==> src/rtl/cpu_pkg.sv <==
// Shared CPU types: the instruction-queue entry format and its default depth.
package cpu_pkg;

  typedef struct packed {
    logic [31:0] pc;
    logic [31:0] inst;
    logic        exc;
  } iq_entry_t;

  localparam int IQ_DEPTH = 8;

endpackage

==> src/rtl/inst_queue.sv <==
// Decoupling FIFO between the I-cache read stage and decode; holds back fetch
// early enough that fetches already in flight in the cache always find room.
module inst_queue
  import cpu_pkg::*;
#(
  parameter int DEPTH       = IQ_DEPTH,
  parameter int HOLD_MARGIN = 3
) (
  input  logic                     clk,
  input  logic                     rst,
  input  logic                     flush,
  input  logic                     in_valid,
  input  logic [31:0]              in_pc,
  input  logic [31:0]              in_inst,
  input  logic                     in_exc,
  output logic                     in_ready,
  output logic                     fetch_hold,
  output logic                     out_valid,
  input  logic                     out_ready,
  output logic [31:0]              out_pc,
  output logic [31:0]              out_inst,
  output logic                     out_exc,
  output logic [$clog2(DEPTH):0]   count,
  output logic                     overflow
);

  localparam int AW = $clog2(DEPTH);
  localparam int PW = AW + 1;
  localparam logic [PW:0] DEPTH_W = (PW+1)'(DEPTH);
  localparam logic [PW:0] HOLD_W  = (PW+1)'(HOLD_MARGIN);

  logic [PW-1:0] wr_ptr_q, wr_ptr_d;
  logic [PW-1:0] rd_ptr_q, rd_ptr_d;
  logic          overflow_q, overflow_d;
  iq_entry_t     mem [DEPTH];
  iq_entry_t     head;
  logic          full, empty, push, pop;

  // Pointers carry a wrap bit so full and empty stay distinguishable.
  always_comb begin
    empty      = (wr_ptr_q == rd_ptr_q);
    full       = (wr_ptr_q[AW-1:0] == rd_ptr_q[AW-1:0]) &&
                 (wr_ptr_q[AW] != rd_ptr_q[AW]);
    push       = in_valid & ~full & ~flush;
    pop        = ~empty & out_ready & ~flush;
    wr_ptr_d   = wr_ptr_q;
    rd_ptr_d   = rd_ptr_q;
    overflow_d = overflow_q | (in_valid & full & ~flush);
    if (flush) begin
      wr_ptr_d = '0;
      rd_ptr_d = '0;
    end else begin
      if (push) wr_ptr_d = wr_ptr_q + PW'(1);
      if (pop)  rd_ptr_d = rd_ptr_q + PW'(1);
    end
  end

  always_ff @(posedge clk) begin
    if (rst) begin
      wr_ptr_q   <= '0;
      rd_ptr_q   <= '0;
      overflow_q <= 1'b0;
    end else begin
      wr_ptr_q   <= wr_ptr_d;
      rd_ptr_q   <= rd_ptr_d;
      overflow_q <= overflow_d;
    end
  end

  // Storage is deliberately not reset so it can map to distributed RAM.
  always_ff @(posedge clk) begin
    if (push) mem[wr_ptr_q[AW-1:0]] <= '{pc: in_pc, inst: in_inst, exc: in_exc};
  end

  always_comb begin
    head       = mem[rd_ptr_q[AW-1:0]];
    out_pc     = head.pc;
    out_inst   = head.inst;
    out_exc    = head.exc;
    out_valid  = ~empty;
    in_ready   = ~full;
    count      = wr_ptr_q - rd_ptr_q;
    fetch_hold = ({1'b0, count} + HOLD_W) >= DEPTH_W;
    overflow   = overflow_q;
  end

endmodule

==> config.mk <==
export PLATFORM = sky130hd
export DESIGN_NAME = inst_queue
export DESIGN_NICKNAME = d
export VERILOG_FILES = /design/src/rtl/cpu_pkg.sv /design/src/rtl/inst_queue.sv
export SDC_FILE = /design/constraint.sdc
export NUM_CORES = 1
export LEC_CHECK = 0
export CORE_UTILIZATION = 50
export CTS_CLUSTER_DIAMETER = 30
export DETAILED_ROUTE_END_ITERATION = 6
export GPL_TIMING_DRIVEN = 0
export PLACE_DENSITY = 0.7
export SLEW_MARGIN = 20
export SYNTH_ARGS = -nofsm -noshare
export SYNTH_HDL_FRONTEND = slang
export SYNTH_SLANG_ARGS = --single-unit
export TNS_END_PERCENT = 1
==> constraint.sdc <==
create_clock -name clk -period 14.8 [get_ports clk]
set_clock_uncertainty 0.05 [all_clocks]
set_input_delay 1.48 -clock clk [delete_from_list [all_inputs] [get_ports clk]]
set_output_delay 1.48 -clock clk [all_outputs]
set_load 0.1 [all_outputs]
==> results.toml <==
[route]
routed_wirelength_um = 43000
detail-route-antenna-nets = 0
drc_errors = 0
vias = 9847
met2_wirelength_um = 21400
routedWlPerCell_um = 24.3
route.layer.met1.wl_um = 18100
detail_route.first_pass.iterations = 5
route.top_layer_used = "met5"
first_iter_violations = 713
wl_met3_um = 2650
vias_per_cell = 5.56

[setup_path]
critical_path.max_fanout = 10
worst_setup_path_category = "reg -> out"
arrival_ns = 3.86
timing.critical_path.required_ns = 13.27
crit_path_end_kind = "output pin"
start_kind = "register"

[placement]
portBuffers = 142
gpl.final_weighted_congestion = 0.711
dp_slack_ns = 10.02
placed_wire_length_estimate_um = 27100

[sta]
timing_max_transition_violations_final = 0
tightest_slew_ns = 1.08
fin_crit_ns = 5.39
hold_viol = 0
layout_worst_path_cycle_share_pct = 36.4
max_freq_ghz = 0.186
timing.slew.headroom_pct = 27.8
final-setup-viol-count = 0
whs_ns = 0.426
final_worst_slack_ns = 9.41
grt_setup_unrepaired = "no"

[clock_network]
tritoncts = "done"
insertion_delay_ns = 0.61
total_clock_buffers_created_by_cts = 103
htree_levels = 3
post_cts_buffers = 0
cts_root_buf = "clkbuf_16"
cts.reportedPaths.clkPinSlew_ns = 0.05
clock_tree.buffer_depth = 3
cts-resized-gates = 0
postCtsHoldBufs = 0
numClockSinks = 532

[yosys]
synth.area.top_cells = "edfxtp_1 (77%), mux4_2 (14%), mux2_2 (3.6%), dfxtp_1 (1.2%), buf_6 (0.61%)"
netlist_cell_types = 33
yosysSeqAreaShare_pct = 78.4
average_instance_area_after_synthesis_um2 = 24.1
synthDominantCellAreaShare_pct = 77.2
netlist.top_cell.by_area = "edfxtp_1"
ys.warnings.count = 0
syn-cell-area_um2 = 20200
postSynthRegisterBits = 532
post_synth_inst_count = 840
syn_nets = 916

[die]
horizontal_die_dimension_um = 203
floorplan.rows = 73
initial_utilization_pct = 50.8
io-pin-count = 143
die_area_um2 = 41300
fp.coreArea_um2 = 39800
die_height_um = 203

[hold_path]
holdCritPathClass = "reg -> reg"

[power_and_ir_drop]
peakVddDrop_mv = 0.109
pwr_density_cell_nw_per_um2 = 159
p_total_uw = 4250
leakage_uw = 0.00869

[layout]
multiInputGateArea_um2 = 4180
regArea_um2 = 15900
final_common_cell = "edfxtp_1"
finish.net_count = 1231
fill_cells = 2582
layout_common_cells = "edfxtp_1 (520), clkdlybuf4s50_1 (142), mux4_2 (130)"
layout-area-overhead-vs-synth_pct = 32.1
drive_above_1_share_pct = 37.4

[global_routing]
grt_util_all_layers_pct = 21.6
global_route_wire_length_before_repair_um = 65100
grt_overflow_total = 0
largest_net_degree_at_the_start_of_global_routing = 21
grt_pass1_vias = 10719
grt_antenna_before_repair = 3

[status]
outcome = "completed"

[run]
cap_violations = 0
==> cells in the mapped netlist, drive strengths merged <==
cell type / instances
o211a: 1
a31oi: 1
mux2i: 9
nand2: 17
a2111oi: 1
mux4: 130
and3: 2
a21oi: 4
xor2: 1
inv: 6
ha: 5
buf: 21
o21ai: 3
nand3: 1
clkbuf: 17
xnor2: 2
edfxtp: 520
nor3: 4
nand2b: 2
nor2: 5
nand4: 1
dfxtp: 12
a21boi: 1
or3: 4
mux2: 65
o211ai: 1
nor2b: 1
fa: 1
nand3b: 1
nor4: 1
==> metal layers <==
layer,up-vias,GRT usage [%]
met5,-,0
met4,4,6.39
met3,79,5.35
met2,324,35.0
met1,5175,29.4
li1,4265,-
==> registers in the layout (all words and copies together), names as in the netlist, named ones only <==
signal / flops
mem: 520
wr_ptr_q: 4
overflow: 1
rd_ptr_q: 4
==> final timing paths <==
check	start	to	slack (ns)	cells after the start
max	register	out_pc[27]	9.41	4
min	overflow	overflow	0.43	2
max reg2reg	wr_ptr_q[0]	mem[7][37]	11.07	10
min reg2reg	overflow	overflow	0.43	2
==> worst max-delay path, stage by stage (launching register included) <==
cell and delay [ns]:
dfxtp_1 0.33, clkbuf_1 0.77, clkbuf_1 0.63, mux2_2 0.29, clkdlybuf4s50_1 1.20
==> metrics by stage <==
step / instances / setup TNS (ns) / instance area, um^2 / utilization [%]
global route: 1770 / 0 / 26700 / 67.1
finish: 1771 / 0 / 26700 / 67.1
floorplan: 840 / 0 / 20200 / -
global placement: 1507 / -91.16 / 22300 / 56.0
CTS: 1770 / 0 / 26700 / 67.1
detailed placement: 1575 / 0 / 23000 / 57.8
==> kinds of logic (layout without fill, tap and decap cells) <==
logic type               Yosys count  in the layout  synth area share [%]
AO/OA/AOI/OAI                     12             12                 0.402
XOR/XNOR                           3              3                 0.130
adder cells (fa/ha/maj)            6              6                 0.408
buffers and inverters             44            449                  1.25
flip-flops                       532            532                  78.4
multiplexers                     204            204                  18.5
other                              0              1                     0
AND/OR/NAND/NOR                   39             39                 0.909
==> power breakdown <==
group          internal [uW]  switching (uW)
combinational           54.6             113
clock                   1620             798
sequential              1670            2.73
total                   3340             914
==> cell type report <==
cell class,instances,area share (%)
sequential,532,59.3
tap,525,2.46
multi-input combinational,264,15.6
buffer,38,0.861
inverter,6,0.0843
timing repair buffer,210,7.76
antenna,1,0.00936
clock inverter,85,3.89
clock buffer,110,9.98
(Power assumes the default switching activity.)
